$ cat src/rtl/bram_write_arbiter.sv
`default_nettype none
// ============================================================================
//  Module   : bram_write_arbiter
//  Purpose  : Owns write port A of the dual-port frame/data bRAM. Shares the
//             port between two valid/ready requesters with round-robin
//             arbitration, and contains a clear engine that fills addresses
//             0..CLEAR_LAST with a single value.
//  Ports    : clk, rst            - clock, synchronous active-high reset
//             req0_* / req1_*     - requester handshakes (valid/ready/addr/data)
//             clr_start/clr_value - start a clear with the given fill value
//             clr_busy/clr_done   - clear in progress / final-write pulse
//             mem_addra/dina/wea  - registered drive of bRAM port A
//  Revision : 1.0 - initial release
// ============================================================================
module bram_write_arbiter #(
  parameter int ADDR_W     = 19,
  parameter int DATA_W     = 16,
  parameter int CLEAR_LAST = 307199
) (
  input  logic              clk,
  input  logic              rst,
  input  logic              req0_valid,
  output logic              req0_ready,
  input  logic [ADDR_W-1:0] req0_addr,
  input  logic [DATA_W-1:0] req0_data,
  input  logic              req1_valid,
  output logic              req1_ready,
  input  logic [ADDR_W-1:0] req1_addr,
  input  logic [DATA_W-1:0] req1_data,
  input  logic              clr_start,
  input  logic [DATA_W-1:0] clr_value,
  output logic              clr_busy,
  output logic              clr_done,
  output logic [ADDR_W-1:0] mem_addra,
  output logic [DATA_W-1:0] mem_dina,
  output logic              mem_wea
);

  typedef enum logic [0:0] {
    IDLE  = 1'b0,
    CLEAR = 1'b1
  } state_t;

  localparam logic [ADDR_W-1:0] CLR_LAST_A = ADDR_W'(CLEAR_LAST);
  localparam logic [ADDR_W-1:0] ADDR_ONE   = ADDR_W'(1);

  state_t              state;
  logic                last_grant;   // index of the requester granted most recently
  logic [ADDR_W-1:0]   clr_cnt;
  logic [DATA_W-1:0]   clr_fill;
  logic                arb_open;
  logic                grant0;
  logic                grant1;

  // Arbitration is closed during a clear and on the cycle a clear is
  // requested, so a waiting requester is held off rather than racing it.
  assign arb_open = (state == IDLE) && !clr_start;

  // On a tie, the requester that did not win last time goes first.
  assign grant0 = arb_open && req0_valid && (!req1_valid || last_grant);
  assign grant1 = arb_open && req1_valid && (!req0_valid || !last_grant);

  assign req0_ready = grant0;
  assign req1_ready = grant1;

  always_ff @(posedge clk) begin
    if (rst) begin
      state      <= IDLE;
      last_grant <= 1'b1;
      clr_cnt    <= '0;
      clr_fill   <= '0;
      clr_busy   <= 1'b0;
      clr_done   <= 1'b0;
      mem_addra  <= '0;
      mem_dina   <= '0;
      mem_wea    <= 1'b0;
    end else begin
      // Write enable and done are single-cycle unless re-asserted below;
      // address and data deliberately hold their last value.
      mem_wea  <= 1'b0;
      clr_done <= 1'b0;

      case (state)
        IDLE: begin
          if (clr_start) begin
            state    <= CLEAR;
            clr_cnt  <= '0;
            clr_fill <= clr_value;
            clr_busy <= 1'b1;
          end else if (grant0) begin
            mem_addra  <= req0_addr;
            mem_dina   <= req0_data;
            mem_wea    <= 1'b1;
            last_grant <= 1'b0;
          end else if (grant1) begin
            mem_addra  <= req1_addr;
            mem_dina   <= req1_data;
            mem_wea    <= 1'b1;
            last_grant <= 1'b1;
          end
        end

        CLEAR: begin
          // clr_start and clr_value are not looked at here, so a restart
          // request mid-clear has no effect.
          mem_addra <= clr_cnt;
          mem_dina  <= clr_fill;
          mem_wea   <= 1'b1;
          clr_cnt   <= clr_cnt + ADDR_ONE;
          if (clr_cnt == CLR_LAST_A) begin
            state    <= IDLE;
            clr_busy <= 1'b0;
            clr_done <= 1'b1;
          end
        end

        default: begin
          state <= IDLE;
        end
      endcase
    end
  end

endmodule
`default_nettype wire
$ cat config.mk
export PLATFORM = sky130hd
export DESIGN_NAME = bram_write_arbiter
export DESIGN_NICKNAME = d
export VERILOG_FILES = /design/src/rtl/bram_write_arbiter.sv
export SDC_FILE = /design/constraint.sdc
export NUM_CORES = 1
export LEC_CHECK = 0
export CORE_AREA = 2 2 115 73
export CTS_BUF_LIST = sky130_fd_sc_hd__clkbuf_8 sky130_fd_sc_hd__clkbuf_16
export CTS_CLUSTER_DIAMETER = 50
export DETAILED_ROUTE_END_ITERATION = 8
export DIE_AREA = 0 0 117 75
export GPL_TIMING_DRIVEN = 1
export HOLD_SLACK_MARGIN = 0.03
export PLACE_DENSITY = 0.87
export SYNTH_ARGS = -nofsm -noshare
export SYNTH_HDL_FRONTEND = slang
export SYNTH_SLANG_ARGS = --single-unit
$ cat constraint.sdc
create_clock -name clk -period 3 [get_ports clk]
set_clock_uncertainty 0.2 [all_clocks]
set_input_delay 0.6 -clock clk [delete_from_list [all_inputs] [get_ports clk]]
set_output_delay 0.6 -clock clk [all_outputs]
set_load 0.02 [all_outputs]
==> impl_metrics.json <==
{
  "holdBufCountCts": 0,
  "routedWlPerCell_um": 17.04,
  "async_reset_ff_share_pct": 0,
  "drv_slew": 0,
  "antenna_left": 0,
  "post_cts_resized": 0,
  "placed_area_mm2": 0.004715,
  "track_usage_pct": 23.87,
  "synthTopCellsByArea": "dfxtp_1 45%, mux2i_1 10%, a22oi_1 7.4%",
  "met3_wirelength_mm": 1.025,
  "grt_pass1_wl_mm": 15.98,
  "crit_fanout": 3,
  "nets": 580,
  "required_ps": 2200,
  "leakage_nw": 1.921,
  "clock.fmax_mhz": 350.6,
  "postCtsSetupBuffers": 0,
  "grt_max_degree": 46,
  "end_kind": "output pin",
  "pin_count": 131,
  "final-hold-violation-count": 0,
  "drive_above_1_share_pct": 6.491,
  "vdd.ir_drop.worst_mv": 0.2608,
  "antenna_found_initial": 0,
  "clkLatencyLatePin_ps": 340,
  "tritoncts": "built",
  "syn-cell-area_mm2": 0.003367,
  "hold_slack_ps": 255.1,
  "cts_root_buffer": "clkbuf_16",
  "htreeDepth": 3,
  "syn2layout_area_growth_pct": 50.24,
  "path_class": "input port to output pin",
  "die_width_um": 117,
  "p_per_area_mw_per_mm2": 539.0,
  "io_buffers": 130,
  "die_area_mm2": 0.008775,
  "syn_area_per_cell_um2": 9.027,
  "setup_viol": 0,
  "ys_seq_area_share_pct": 44.59,
  "placeableCoreArea_mm2": 0.007664,
  "grt_setup_unrepaired": "false",
  "via_per_inst": 5.657,
  "yosys_warnings": 0,
  "clockBufferDepth": 2,
  "synth_top_cell_by_area": "dfxtp_1",
  "start_util_pct": 43.93,
  "period_minus_slack_ps": 2852,
  "max-slew-margin-rel_pct": 40.05,
  "wl_met1_mm": 4.174,
  "grt_pass1_vias": 3326,
  "num_rows": 25,
  "via_count": 3400,
  "worstPathArrival_ps": 2050,
  "yosysUniqueCellTypes": 45,
  "fill_cells": 614,
  "path_clk_slew_ps": 60,
  "start_kind": "input port",
  "min_path_type": "flop to flop",
  "ys_seq_elements": 75,
  "place.gp.congestion": 0.8278,
  "drtIter0Drc": 168,
  "yosysTopAreaCellShare_pct": 44.59,
  "cts.sinks": 75,
  "die_y_um": 75,
  "cts_buffers": 9,
  "finalNonFillerCells": 601,
  "synth_edf_count": 0,
  "grt.overflow.total": 0,
  "synthCells": 373,
  "fin_crit_sh_pct": 95.06,
  "status": "completed",
  "cap_violations": 0,
  "diodes": 0,
  "dp.cells": 585,
  "dp.final_hpwl_mm": 7.154,
  "drc": 0,
  "route.met2.wl_mm": 4.882,
  "final_cell_area_mm2": 0.005059,
  "setup-tns-final_ps": 0,
  "wl_mm": 10.24,
  "top_layer": "met4",
  "firstDrtPassIters": 5,
  "syn_nets": 465,
  "p_total_mw": 2.727,
  "synthFlopType": "dfxtp_1",
  "worst_pin_slew_ps": 899.3
}
==> area by class of cell <==
| class | count | area (um^2) | share of cell area (%) |
|---|---|---|---|
| multi-input combinational | 260 | 1702 | 33.64 |
| sequential | 75 | 1503 | 29.71 |
| timing repair buffer | 139 | 1364 | 26.96 |
| clock buffer | 10 | 239.0 | 4.724 |
| tap | 108 | 135.1 | 2.671 |
| clock inverter | 6 | 105.1 | 2.078 |
| inverter | 3 | 11.26 | 0.2226 |
==> flip-flops by register name (all words and copies together), names as in the netlist <==
signal      count
clr_cnt        19
mem_addra      19
clr_done        1
clr_fill       16
last_grant      1
clr_busy        1
mem_dina       16
state           1
mem_wea         1
==> per-layer routing <==
metal / vias up / GRT usage [%]
met5: - / 0
met4: 0 / 8.235
met3: 17 / 8.696
met2: 158 / 39.18
met1: 1597 / 29.50
li1: 1628 / -
==> through the flow <==
stage                     setup slack [ps]  util (%)
final                                148.1     66.01
after global routing                 59.62     66.01
after CTS                            132.3     66.01
after detailed placement             151.3     61.52
after global placement               155.4     61.52
after floorplan                      664.5         -
==> kinds of logic (layout without fill, tap and decap cells) <==
family | count (synthesis) | after routing | synth area share, %
AO/OA/AOI/OAI | 121 | 121 | 23.67
XOR/XNOR | 2 | 2 | 0.5203
adder cells (fa/ha/maj) | 1 | 1 | 0.3715
buffers and inverters | 38 | 158 | 5.091
flip-flops | 75 | 75 | 44.59
multiplexers | 35 | 35 | 10.44
AND/OR/NAND/NOR | 101 | 101 | 15.31
==> cell usage after synthesis (2+ instances only) <==
library cell  instances
dfxtp_1              75
nand2_1              49
o22ai_1              35
mux2i_1              34
a22oi_1              33
a21oi_1              29
clkbuf_1             20
buf_2                11
nor2_1                9
nand3_1               6
nor3_1                6
or3_1                 5
nor2b_1               4
o21ai_0               4
o311ai_0              4
or4_1                 4
a311oi_1              3
and3_1                3
inv_1                 3
o211ai_1              3
a31oi_1               2
a41oi_1               2
and4_1                2
buf_4                 2
nand2b_1              2
nor3b_1               2
nor4_1                2
xnor2_1               2
==> path summary, 6_finish.rpt <==
path / slack, ps / end / cells after the start / from
setup / recovery: 150 / req0_ready / 5 / clr_start
hold / removal: 260 / clr_fill[14] / 2 / clr_fill[14]
setup reg to reg: 790 / clr_cnt[16] / 5 / clr_cnt[1]
hold reg to reg: 260 / clr_fill[14] / 2 / clr_fill[14]
==> power breakdown <==
part,switching [mW],internal [mW]
Combinational,0.193,0.222
Sequential,0.0315,1.04
Clock,0.409,0.829
==> placed cells by master (no fill, tap or decap), types with 2 or more instances in the layout <==
master and count:
clkdlybuf4s50_1 129, dfxtp_1 74, nand2_1 49, o22ai_1 35, mux2i_1 34, a22oi_1 33
a21oi_1 29, nor2_1 9, clkbuf_16 9, buf_4 9, nor3_1 6, inv_1 5
nand3_1 5, or3_1 5, o21ai_0 4, o311ai_0 4, or4_1 4, and3_1 3
a311oi_1 3, nor2b_1 3, o211ai_1 3, bufinv_16 3, nand2b_1 2, nand3_2 2
and4_1 2, a31oi_1 2, xnor2_1 2, a41oi_1 2, nor3b_1 2, nor4_1 2
==> critical path, cell delays in order <==
cell and delay (ps):
clkdlybuf4s50_1 440, nor2_1 180, nand3_2 110, inv_1 70, clkdlybuf4s50_1 650
(Power assumes the default switching activity.)
